**config.mk**
```make
export PLATFORM = sky130hd
export DESIGN_NAME = vending_param
export DESIGN_NICKNAME = d
export VERILOG_FILES = /design/src/rtl/vending_param.sv
export SDC_FILE = /design/constraint.sdc
export NUM_CORES = 1
export LEC_CHECK = 0
export BUFFER_PORTS_ARGS = -buffer_cell sky130_fd_sc_hd__buf_2
export CAP_MARGIN = 20
export CORE_UTILIZATION = 44
export CTS_CLUSTER_DIAMETER = 30
export DETAILED_ROUTE_END_ITERATION = 7
export PLACE_DENSITY = 0.61
export SYNTH_ARGS = -nofsm -noshare
export SYNTH_HDL_FRONTEND = slang
export SYNTH_SLANG_ARGS = --single-unit
```
**constraint.sdc**
```tcl
create_clock -name clock -period 3.8 [get_ports clock]
set_input_delay 0.19 -clock clock [delete_from_list [all_inputs] [get_ports clock]]
set_output_delay 0.19 -clock clock [all_outputs]
set_load 0.02 [all_outputs]
```
**src/rtl/vending_param.sv**
```systemverilog
// Parametrised vending FSM: accepts N/D/Q coins, vends at PRICE, returns the
// excess as UNIT-valued change pulses, and supports cancel/refund.
module vending_param #(
    parameter int unsigned PRICE    = 30,
    parameter int unsigned V_N      = 5,
    parameter int unsigned V_D      = 10,
    parameter int unsigned V_Q      = 25,
    parameter int unsigned UNIT     = 5,
    parameter int unsigned CREDIT_W = 8
) (
    input  logic                clock,
    input  logic                reset,
    input  logic                N,
    input  logic                D,
    input  logic                Q,
    input  logic                cancel,
    output logic                candy,
    output logic                change,
    output logic [CREDIT_W-1:0] credit,
    output logic                busy,
    output logic                coin_reject
);

    localparam logic [CREDIT_W-1:0] PRICE_C = CREDIT_W'(PRICE);
    localparam logic [CREDIT_W-1:0] UNIT_C  = CREDIT_W'(UNIT);
    localparam logic [CREDIT_W-1:0] VN_C    = CREDIT_W'(V_N);
    localparam logic [CREDIT_W-1:0] VD_C    = CREDIT_W'(V_D);
    localparam logic [CREDIT_W-1:0] VQ_C    = CREDIT_W'(V_Q);

    typedef enum logic [1:0] {
        ACCEPT  = 2'd0,
        VEND    = 2'd1,
        CHG_ON  = 2'd2,
        CHG_OFF = 2'd3
    } state_t;

    state_t                state_q;
    logic [CREDIT_W-1:0]   credit_q;
    logic                  candy_q;
    logic                  change_q;
    logic                  coin_reject_q;
    logic [CREDIT_W-1:0]   sum_c;
    logic                  any_coin_c;

    // Credit plus every coin presented this cycle; sized so it cannot wrap.
    always_comb begin
        sum_c = credit_q
              + (N ? VN_C : '0)
              + (D ? VD_C : '0)
              + (Q ? VQ_C : '0);
        any_coin_c = N | D | Q;
    end

    always_ff @(posedge clock) begin
        if (!reset) begin
            state_q       <= ACCEPT;
            credit_q      <= '0;
            candy_q       <= 1'b0;
            change_q      <= 1'b0;
            coin_reject_q <= 1'b0;
        end else begin
            candy_q       <= 1'b0;
            change_q      <= 1'b0;
            coin_reject_q <= (state_q != ACCEPT) && any_coin_c;
            case (state_q)
                ACCEPT: begin
                    // Cancel takes priority over a vend completed in the same cycle.
                    if (cancel && (sum_c != '0)) begin
                        credit_q <= sum_c;
                        state_q  <= CHG_OFF;
                    end else if (sum_c >= PRICE_C) begin
                        credit_q <= sum_c - PRICE_C;
                        candy_q  <= 1'b1;
                        state_q  <= VEND;
                    end else begin
                        credit_q <= sum_c;
                    end
                end
                VEND: begin
                    if (credit_q >= UNIT_C) begin
                        change_q <= 1'b1;
                        credit_q <= credit_q - UNIT_C;
                        state_q  <= CHG_ON;
                    end else begin
                        state_q  <= ACCEPT;
                    end
                end
                CHG_ON: begin
                    state_q <= CHG_OFF;
                end
                CHG_OFF: begin
                    if (credit_q != '0) begin
                        change_q <= 1'b1;
                        credit_q <= credit_q - UNIT_C;
                        state_q  <= CHG_ON;
                    end else begin
                        state_q  <= ACCEPT;
                    end
                end
                default: state_q <= ACCEPT;
            endcase
        end
    end

    assign candy       = candy_q;
    assign change      = change_q;
    assign credit      = credit_q;
    assign coin_reject = coin_reject_q;
    assign busy        = (state_q != ACCEPT);

endmodule

```
==> summary.md <==
| Metric | Value |
|---|---|
| WS Path Type | flip-flop to flip-flop |
| Area of the multi-input gates | 948 um^2 |
| Initial DRC Count | 34 |
| Clk_skew | 0.00313 ns |
| Final Max Slew Viols | 0 |
| Routed length per instance | 15.0 um |
| CTS Buf Count | 3 |
| Top_reg_cell synth | dfxtp_1 |
| Synthesis warning total | 0 |
| Pwr/cell area | 918 mW/mm^2 |
| Area contributors post-synth | dfxtp_1, ha_1, inv_1 |
| WL met1 | 1540 um |
| Met3 WL | 140 um |
| GRT Total Usage | 0.221 |
| Synth Area in XOR/XNOR | 0.0468 |
| Main combinational cell family by area after synthesis | compound AO/OA/AOI/OAI gates |
| Post-CTS setup repair buffer count | 0 |
| Aggregate routed wire length | 3290 um |
| Yosys cell types | 50 |
| Post-Synth Simple-Gate Area | 0.192 |
| DIE WIDTH | 56.6 um |
| Fin util | 0.525 |
| HP Class | input port to flip-flop |
| Setup TNS | 0 ns |
| Lkg Pwr | 0.663 nW |
| Gpl congestion | 0.833 |
| Clock sink total | 13 |
| Final worst-path cycle share | 0.923 |
| Worst path arrival time | 3.71 ns |
| Hold-fix buffers, CTS | 0 |
| Post-route ant nets | 0 |
| Post-place instance area | 0.00143 mm^2 |
| Fillcell total | 285 |
| RSZ-0062 raised after global routing | no |
| Die area | 0.00320 mm^2 |
| Design Area, Final | 0.00146 mm^2 |
| DRC | 0 |
| Number of enable flip-flop cells after synthesis | 0 |
| Antenna fix cells | 0 |
| Clk slew on worst S/H paths | 0.08 ns |
| Post-synthesis compound-gate area fraction | 0.303 |
| CTS tree | built |
| Pin count of the biggest net entering global routing | 15 |
| Initial core utilization | 0.471 |
| Grt total ovfl | 0 |
| Worst-case clock buffer depth | 2 |
| Die height | 56.6 um |
| Post-Layout Cell Count | 219 |
| Tot Pwr | 1.34 mW |
| CTS root buf | clkbuf_4 |
| Area leader, netlist | dfxtp_1 |
| Fin crit period | 3.51 ns |
| Mux share of post-synthesis cell area | 0.0305 |
| Area grow syn2layout | 11.4% |
| Seq cells post-synth | 13 |
| CP Capture Type | flip-flop |
| Worst hold slack | 0.221 ns |
| Initial antenna violation count | 0 |
| Worst-Skew Late Latency | 0.28 ns |
| Max H-tree Level | 1 |
| Critical Path Fanout Max | 5 |
| Hold Vio Cnt, Final | 0 |
| PostCTS Resize Cnt | 0 |
| Pin slew with the least headroom to its limit | 0.693 ns |
| IO buf count | 17 |
| Top Metal Used | met4 |
| Adder-Cell Fraction of Synth Area | 0.151 |
| Worst vdd ir | 539 uV |
| Yosys top cell area share | 0.198 |
| Post-Place Cells | 215 |
| Req. time, crit path | 4.00 ns |
| Worst slack, placed | 0.300 ns |
| Reg area | 260 um^2 |
| Share of cells above drive strength 1 | 0.165 |
| Status | finished, final reports clean |
| Final Setup Violations | 0 |
| Met2 Routed Length | 1580 um |
| Vias | 1,300 |
| Syn Inst Count | 169 |
| Syn nets | 189 |
| Core area | 0.00278 mm^2 |
| Vias/cell | 5.94 |
| Nets@finish | 209 |
| Fmax | 285 MHz |
| Asr flop ratio synth | 0 |
| First-pass GRT wire length | 5530 um |
| Worst setup SP type | flip-flop |
| Sequential fraction of the synthesis area | 0.198 |
| Synthesized cell area | 0.00131 mm^2 |
| HPWL Detailed | 2640 um |
| Maxcap violations | 0 |
| Synthesized area per cell | 7.76 um^2 |
| Rel. slew slack | 0.536 |
| I/O pins | 18 |
| Row cnt | 19 |
| 1st-pass router iterations | 4 |
| Setup ws final | 0.292 ns |
| Vias in the first global route | 1,212 |
## power breakdown
group / internal, mW / leakage [nW] / switching (mW) / total, mW
Sequential: 0.186 / 0.108 / 0.0859 / 0.272
Clock: 0.0407 / 0.0150 / 0.0470 / 0.0877
Combinational: 0.390 / 0.540 / 0.591 / 0.981
## synthesized netlist by cell type (2+ instances only)
cell type,count
nor2b_1,2
and3_1,2
nand2_1,10
clkbuf_1,3
mux2i_1,4
fa_1,3
o211ai_1,2
nand3_1,4
o21a_1,2
or3_1,2
nor2_1,16
o21ai_0,9
a211oi_1,2
xor2_1,3
nor3_1,7
nand2b_1,2
a21oi_1,14
inv_1,23
xnor2_1,4
o41ai_1,3
ha_1,11
dfxtp_1,13
## final cells by class
| type | count | area share |
|---|---|---|
| multi-input combinational | 129 | 0.650 |
| sequential | 13 | 0.178 |
| timing repair buffer | 19 | 0.0686 |
| inverter | 23 | 0.0591 |
| tap | 31 | 0.0266 |
| clock buffer | 4 | 0.0180 |
## flip-flops by register name, summed over array words and instances, names as in the netlist
register and flops:
candy 1, change 1, credit 8, state_q 2, coin_reject 1
## logic make-up after synthesis
family	count (synthesis)
buf+inv	27
simple gates	51
flops	13
xor+xnor	7
compound gates	53
mux	4
fa+ha+maj	14
## worst max-delay path, stage by stage, from the launching register on
cell and delay, ns:
dfxtp_1 0.41, inv_1 0.11, fa_1 0.36, inv_1 0.06, ha_1 0.19, inv_1 0.07
fa_1 0.42, nand2b_1 0.17, a21oi_1 0.31, o41ai_1 0.13, a311oi_2 0.53, a2111oi_2 0.08
or3b_1 0.41, o221ai_2 0.17
## final timing paths
| check | start | endpoint | slack, ns | depth (start not counted) |
|---|---|---|---|---|
| worst min-delay path | reset | credit[2]$_SDFFE_PN0P_ | 0.22 | 3 |
| worst max register to register | credit[0]$_SDFFE_PN0P_ | credit[6]$_SDFFE_PN0P_ | 0.29 | 13 |
| worst min register to register | state_q[1]$_SDFFE_PN0P_ | state_q[0]$_SDFFE_PN0P_ | 0.53 | 2 |
| worst max-delay path | credit[0]$_SDFFE_PN0P_ | credit[6]$_SDFFE_PN0P_ | 0.29 | 13 |
## per-layer routing
metal | track usage | vias to the layer above
met1 | 0.294 | 607
li1 | - | 656
met4 | 0.0767 | 0
met2 | 0.370 | 35
met5 | 0 | -
met3 | 0.0253 | 2
## layout by cell type (no fill, tap or decap), types with 2 or more instances in the layout
| master | synthesis | final |
|---|---|---|
| buf_2 | 1 | 17 |
| o41ai_1 | 3 | 3 |
| nor3_1 | 7 | 7 |
| nor2b_1 | 2 | 2 |
| nand3_1 | 4 | 4 |
| or3_1 | 2 | 2 |
| buf_4 | 0 | 2 |
| ha_1 | 11 | 11 |
| nand2_1 | 10 | 10 |
| mux2i_1 | 4 | 4 |
| clkbuf_4 | 0 | 3 |
| fa_1 | 3 | 3 |
| inv_1 | 23 | 23 |
| xor2_1 | 3 | 3 |
| o21ai_0 | 9 | 9 |
| and3_1 | 2 | 2 |
| nor2_1 | 16 | 16 |
| a21oi_1 | 14 | 14 |
| nand2b_1 | 2 | 2 |
| a211oi_1 | 2 | 2 |
| o211ai_1 | 2 | 2 |
| dfxtp_1 | 13 | 13 |
| xnor2_1 | 4 | 4 |
| o21a_1 | 2 | 2 |
Note: power is estimated with default switching activity, not from simulation.
